--- src/rtl/seq_div_pkg.sv ---
// Shared types and sizing helpers for the sequential restoring divider.
// Provides the FSM state encoding and the iteration-counter width function.
// Optional feature macro used by the divider: DIV_ZERO_FLAG_EN.
package seq_div_pkg;

    typedef enum logic [1:0] {
        IDLE = 2'd0,
        CALC = 2'd1,
        DONE = 2'd2
    } div_state_e;

    // Counter must hold WIDTH-1; never let it collapse to zero bits.
    function automatic int count_width(input int w);
        return (w < 2) ? 1 : $clog2(w);
    endfunction

endpackage

--- src/rtl/seq_divider_div_step.sv ---
// One restoring-division iteration: shift {rem,quo} left and trial-subtract B.
// Purely combinational; zero latency.
// No handshake of its own; the caller decides when to register the result.
module div_step #(
    parameter int WIDTH = 3
) (
    input  logic [WIDTH:0]   rem_i,
    input  logic [WIDTH-1:0] quo_i,
    input  logic [WIDTH-1:0] b_i,
    output logic [WIDTH:0]   rem_o,
    output logic [WIDTH-1:0] quo_o
);

    logic [2*WIDTH:0] shifted;
    logic [WIDTH:0]   rem_sh;
    logic [WIDTH:0]   b_ext;

    assign shifted = {rem_i, quo_i} << 1;
    assign rem_sh  = shifted[2*WIDTH:WIDTH];
    assign b_ext   = {1'b0, b_i};

    // Keep the shifted remainder unless the divisor fits, then subtract and set the quotient bit.
    always_comb begin
        rem_o = rem_sh;
        quo_o = shifted[WIDTH-1:0];
        if (rem_sh >= b_ext) begin
            rem_o    = rem_sh - b_ext;
            quo_o[0] = 1'b1;
        end
    end

endmodule

--- src/rtl/seq_divider.sv ---
// Multi-cycle unsigned restoring divider producing Q=A/B and R=A%B, one quotient bit per clock.
// Latency: accept edge plus WIDTH CALC edges (1 edge for B==0 when DIV_ZERO_FLAG_EN is defined).
// Backpressure: result and flags hold while out_valid_o && !out_ready_i; no new accept until IDLE.
module seq_divider
    import seq_div_pkg::*;
#(
    parameter int WIDTH = 3
) (
    input  logic             clk_i,
    input  logic             rst_i,
    input  logic             in_valid_i,
    output logic             in_ready_o,
    input  logic [WIDTH-1:0] a_i,
    input  logic [WIDTH-1:0] b_i,
    output logic             out_valid_o,
    input  logic             out_ready_i,
    output logic [WIDTH-1:0] q_o,
    output logic [WIDTH-1:0] r_o,
    output logic             busy_o
`ifdef DIV_ZERO_FLAG_EN
    ,
    output logic             div_zero_o
`endif
);

    localparam int CW = count_width(WIDTH);

    div_state_e       state_q, state_d;
    logic [CW-1:0]    count_q, count_d;
    logic [WIDTH-1:0] b_q, b_d;
    logic [WIDTH-1:0] quo_q, quo_d;
    logic [WIDTH:0]   rem_q, rem_d;
    logic [WIDTH-1:0] q_q, q_d;
    logic [WIDTH-1:0] r_q, r_d;
    logic             dz_q, dz_d;

    logic [WIDTH:0]   step_rem;
    logic [WIDTH-1:0] step_quo;

    div_step #(.WIDTH(WIDTH)) u_step (
        .rem_i (rem_q),
        .quo_i (quo_q),
        .b_i   (b_q),
        .rem_o (step_rem),
        .quo_o (step_quo)
    );

    // State and datapath registers; reset aborts any division in flight.
    always_ff @(posedge clk_i or posedge rst_i) begin
        if (rst_i) begin
            state_q <= IDLE;
            count_q <= '0;
            b_q     <= '0;
            quo_q   <= '0;
            rem_q   <= '0;
            q_q     <= '0;
            r_q     <= '0;
            dz_q    <= 1'b0;
        end else begin
            state_q <= state_d;
            count_q <= count_d;
            b_q     <= b_d;
            quo_q   <= quo_d;
            rem_q   <= rem_d;
            q_q     <= q_d;
            r_q     <= r_d;
            dz_q    <= dz_d;
        end
    end

    // Next-state logic: accept operands in IDLE, iterate in CALC, hold the result in DONE.
    always_comb begin
        state_d = state_q;
        count_d = count_q;
        b_d     = b_q;
        quo_d   = quo_q;
        rem_d   = rem_q;
        q_d     = q_q;
        r_d     = r_q;
        dz_d    = dz_q;
        unique case (state_q)
            IDLE: begin
                if (in_valid_i) begin
`ifdef DIV_ZERO_FLAG_EN
                    if (b_i == '0) begin
                        // Divide by zero short-circuits to the same values the iteration would give.
                        q_d     = '1;
                        r_d     = a_i;
                        dz_d    = 1'b1;
                        state_d = DONE;
                    end else begin
                        b_d     = b_i;
                        quo_d   = a_i;
                        rem_d   = '0;
                        count_d = CW'(WIDTH - 1);
                        dz_d    = 1'b0;
                        state_d = CALC;
                    end
`else
                    b_d     = b_i;
                    quo_d   = a_i;
                    rem_d   = '0;
                    count_d = CW'(WIDTH - 1);
                    state_d = CALC;
`endif
                end
            end
            CALC: begin
                rem_d   = step_rem;
                quo_d   = step_quo;
                count_d = count_q - 1'b1;
                if (count_q == '0) begin
                    q_d     = step_quo;
                    r_d     = step_rem[WIDTH-1:0];
                    state_d = DONE;
                end
            end
            DONE: begin
                if (out_ready_i) begin
                    state_d = IDLE;
                end
            end
            default: state_d = IDLE;
        endcase
    end

    assign in_ready_o  = (state_q == IDLE);
    assign out_valid_o = (state_q == DONE);
    assign busy_o      = (state_q == CALC) || (state_q == DONE);
    assign q_o         = q_q;
    assign r_o         = r_q;
`ifdef DIV_ZERO_FLAG_EN
    assign div_zero_o  = dz_q;
`else
    // Without the flag the latched zero-divide bit is never set; keep it tied off.
    logic unused_dz;
    assign unused_dz = dz_q;
`endif

endmodule

--- config.mk ---
export PLATFORM = sky130hd
export DESIGN_NAME = seq_divider
export DESIGN_NICKNAME = d
export VERILOG_FILES = /design/src/rtl/seq_div_pkg.sv /design/src/rtl/seq_divider_div_step.sv /design/src/rtl/seq_divider.sv
export SDC_FILE = /design/constraint.sdc
export NUM_CORES = 1
export LEC_CHECK = 0
export CAP_MARGIN = 25
export CORE_MARGIN = 2
export CORE_UTILIZATION = 45
export DETAILED_ROUTE_END_ITERATION = 8
export HOLD_SLACK_MARGIN = 0.12
export PLACE_DENSITY_LB_ADDON = 0.12
export SYNTH_ARGS = -nofsm -noshare
export SYNTH_HDL_FRONTEND = slang
export SYNTH_HIERARCHICAL = 1
export SYNTH_SLANG_ARGS = --single-unit
--- constraint.sdc ---
create_clock -name clk_i -period 2.4 [get_ports clk_i]
set_input_delay 0.6 -clock clk_i [delete_from_list [all_inputs] [get_ports clk_i]]
set_output_delay 0.6 -clock clk_i [all_outputs]
set_load 0.005 [all_outputs]
==> After elaboration in Yosys (flattened, before gate mapping) <==
Index checks and enable logic that the tools add are counted.
{ "op_classes": {"addsub": 2, "n_mul": 0, "div": 0, "magnitude_cmp": 1, "n_eq_ne": 5, "shift": 0, "muxes": 12, "n_bitwise": 0, "n_reduce_logical": 8} }
{ "op_table": {"columns": ["operator", "count"], "rows": [
  ["3-bit one-hot mux with 2 select lines", 2],
  ["3-bit 2-to-1 mux", 3],
  ["2-bit 2-to-1 mux", 4],
  ["2-bit one-hot mux with 3 select lines", 1],
  ["2-bit AND reduction", 3],
  ["4-bit by 3-bit greater-or-equal comparator with 1-bit output", 1],
  ["2-bit zero test", 2],
  ["2-bit != test, second input constant", 2],
  ["2-bit one-hot mux with 2 select lines", 1],
  ["3-bit AND reduction", 1],
  ["3-bit subtractor", 1],
  ["2-bit by 1-bit equality test with 1-bit output, second input constant", 1],
  ["2-bit equality test, second input constant", 1],
  ["2-bit by 1-bit != test with 1-bit output, second input constant", 1],
  ["2-bit nonzero test", 1],
  ["2-bit by 1-bit subtractor with 2-bit output, second input constant", 1],
  ["1-bit logical OR", 1],
  ["1-bit 2-to-1 mux", 1]
]} }
{ "totals": {"register_bits": 19, "latch_bits": 0, "mem_bits_rw": 0, "mem_bits_ro": 0, "inputBits": 10, "out_inout_bits": 9, "elab_cells": 35, "mem_count": 0} }

==> Logic depth before layout (Yosys ltp) <==
{ "logic_depth": {"word_depth": 3, "mapped_depth": 10, "mapped_depth_nobuf": 10} }

==> By module <==
The synthesis kept the hierarchy.
{ "by_module_without_submodules": {"columns": ["module", "instances", "cells_each", "area_each_um2", "seq_area_each_um2"], "rows": [
  ["seq_divider", 1, 86, 1013.5, 500.5],
  ["div_step", 1, 25, 191.4, 0.0]
]} }

==> Worst setup path before layout <==
OpenSTA, ideal clock, no wires.
{ "synth_timing": {"path_kind": "register to register", "startpoint": "reg quo_q[2]", "endpoint": "reg r_q[2], in the netlist r_o[2]", "t_arrival_ns": 1.961, "t_required_ns": 2.275, "slack_ns": 0.315, "path_stages_with_launch": 9, "n_path_buf": 0, "period_less_slack_ns": 2.085, "cell_sequence": "dfrtp_1 inv_1 ha_1 inv_1 fa_1 a21oi_1 o21a_1 mux2_2 mux2_2"} }
{ "synth_between": {"elab_chain_len": 2, "elab_cells_between_ends": 3, "classes_between": "1 x add/sub; 1 x order compare; 1 x mux"} }
{ "synth_lines": {"columns": ["element", "line", "rtl"], "rows": [
  ["from (decl)", "seq_divider.sv:31", "logic [WIDTH-1:0] quo_q, quo_d;"],
  ["from (signal assigned)", "seq_divider.sv:63", "quo_q <= quo_d;"],
  ["4-bit by 3-bit greater-or-equal comparator with 1-bit output or 3-bit subtractor (tied branches)", "seq_divider_div_step.sv:26, seq_divider_div_step.sv:27", null],
  ["3-bit 2-to-1 mux *", "seq_divider_div_step.sv:26", "if (rem_sh >= b_ext) begin"],
  ["named net step_rem[2]", "seq_divider.sv:37", "logic [WIDTH:0] step_rem;"],
  ["to (signal assigned)", "seq_divider.sv:66", "r_q <= r_d;"],
  ["to (decl)", "seq_divider.sv:34", "logic [WIDTH-1:0] r_q, r_d;"]
]} }
The timed path passes the listed nets; every way through them passes the cells marked *.
A chain may end at the register's enable or synchronous reset.

==> Worst setup path after layout <==
{ "layout_timing": {"startpoint": "reg quo_q[2]", "endpoint": "reg rem_q[1]"} }
{ "layout_between": {"elab_chain_len": 3, "elab_cells_between_ends": 4, "classes_between": "1 x add/sub; 1 x order compare; 2 x mux"} }
{ "layout_lines": {"columns": ["element", "line", "rtl"], "rows": [
  ["4-bit by 3-bit greater-or-equal comparator with 1-bit output or 3-bit subtractor (tied branches)", "seq_divider_div_step.sv:26, seq_divider_div_step.sv:27", null],
  ["3-bit 2-to-1 mux *", "seq_divider_div_step.sv:26", null],
  ["named net step_rem[1]", "seq_divider.sv:37", null],
  ["3-bit one-hot mux with 2 select lines *", "seq_divider.sv:81", "unique case (state_q)"],
  ["to (signal assigned)", "seq_divider.sv:64", "rem_q <= rem_d;"],
  ["to (decl)", "seq_divider.sv:32", "logic [WIDTH:0] rem_q, rem_d;"]
]} }
Marks and branches as above.

==> results.cfg <==
[placement]
portBuffers = 18
dp.cells = 146
dp_hpwl_um = 1540
place_ws_ns = 0.193
place_congestion = 0.763

[route]
routed_wl_um = 2130
routedWlPerCell_um = 14.2
ant_nets = 0
drtIter0Drc = 16
dr.pass1.iters = 5
via_per_inst = 5.31
vias = 796
drc = 0

[timing]
finClkSkew_ns = 0.00675
min_period_over_period_pct = 93.2
max_freq_ghz = 0.447
rsz0062_at_grt = false
drv_slew = 0
worst_slew_pin_slew_ns = 0.485
post-route-min-period_ns = 2.24
fin_setup_tns_ns = 0
setup_ws_ns = 0.162
finalSetupViolations = 0
report.final.hold_viol_count = 0
maxSlewHeadroom_pct = 67.7

[global_routing]
grt_first_pass_wirelength_um = 3800
antenna_found_initial = 0
grt_pass1_vias = 846
gr-total-overflow = 0
grt_max_degree = 20
grt_usage_pct = 18.7

[floorplan]
die_y_um = 53.9
die-area_sq_um = 2900
ioPinCount = 19
start_util_pct = 46.4
die_x_um = 53.9
std_cell_rows = 18
core_sq_um = 2410

[layout]
multi_input_area_sq_um = 546
fin_cells = 150
fillers = 208
seq_area_sq_um = 475
drive_above_1_share_pct = 20.0
nets = 139
mostFrequentLayoutCells = 19 x dfrtp_1, 18 x clkdlybuf4s50_1, 15 x mux2_2, 12 x inv_1, 7 x ha_1
synthToLayoutAreaGrowth_pct = 19.2
final_common_cell = dfrtp_1
num_antenna_cells = 0

[setup_path]
crit_type = flip-flop to flip-flop
required_ns = 2.59
crit_arrival_ns = 2.43
worstSetupStartpointType = flip-flop
crit_fanout = 4
reg2reg_slack_ns = 0.16
end_kind = flip-flop

[power_and_ir_drop]
power_density_nw_per_um2 = 1410
vdd_drop_max_uv = 792
p_leak_nw = 0.588

[yosys]
synth_area_per_cell_sq_um = 11.1
syn_inst = 101
syn_area_sq_um = 1120
yosys_warnings = 6
synth_nets = 119

[cts]
clockBufferDepth = 2
root_buffer = clkbuf_4
h-tree-depth = 1
cts_resized = 0
cts_buffers = 3
cts_tree = done
postCtsHoldBufs = 0
cts_sinks = 19
clk_latency_ns = 0.30
cts_setup_buffers = 0
clk_pin_slew_worst_paths_ns = 0.12

[worst_hold_path]
hold_class = flip-flop to flip-flop

[run]
cap_viol_max_count = 0

[status]
status = completed
[state kept, by name (all words and copies together), names as in the netlist]
| signal | cells |
|---|---|
| count_q | 2 |
| r_o | 3 |
| b_q | 3 |
| rem_q | 3 |
| q_o | 3 |
| quo_q | 3 |
| state_q | 2 |
[report_power, final]
group          internal [mW]  switching [mW]  leakage, nW
registers              0.479           0.113        0.225
clock network         0.0620           0.103       0.0177
logic                  0.611           0.517        0.345
total                   1.15           0.733        0.588
[worst max-delay path: stages, from the launching register on]
cell	delay, ns
dfrtp_1	0.41
inv_1	0.08
ha_1	0.14
inv_1	0.05
fa_1	0.40
a21oi_1	0.16
o21a_1	0.24
mux2_2	0.39
a22oi_1	0.17
o21ai_0	0.10
[final cells by class]
| class | count | share of cell area (%) |
|---|---|---|
| multi-input cells | 64 | 40.9 |
| well taps | 30 | 2.81 |
| clock inverters | 1 | 0.375 |
| flip-flops and latches | 19 | 35.6 |
| inverters | 12 | 3.38 |
| clock buffers | 3 | 1.69 |
| repair buffers | 21 | 15.2 |
[worst paths after layout]
| path | cells after the start | endpoint | from |
|---|---|---|---|
| worst max-delay path | 9 | rem_q[1] | quo_q[2] |
| worst min-delay path | 1 | b_q[1] | b_q[1] |
| worst max register to register | 9 | rem_q[1] | quo_q[2] |
| worst min register to register | 1 | b_q[1] | b_q[1] |
| max in group asynchronous | 3 | quo_q[1] | rst_i |
| min in group asynchronous | 3 | r_o[0] | rst_i |
[stage by stage]
stage	hold WS [ns]	util, %	instance area [sq um]	power, mW
3_5_place_dp	0.494	54.2	1310	1.73
5_1_grt	0.532	55.3	1330	2.08
3_3_place_gp	0.492	54.2	1310	1.69
6_report	0.516	55.3	1330	1.89
4_1_cts	0.523	55.3	1330	1.91
2_1_floorplan	0.479	-	1120	1.41
[metal layers]
layer | up-vias | GRT usage [%] | part of all wire, %
met3 | 4 | 2.50 | 2.4
met4 | 0 | 9.83 | 1.1
met5 | - | 0 | 0
li1 | 391 | - | -
met1 | 390 | 24.6 | 48
met2 | 11 | 29.7 | 49
(Power assumes the default switching activity.)
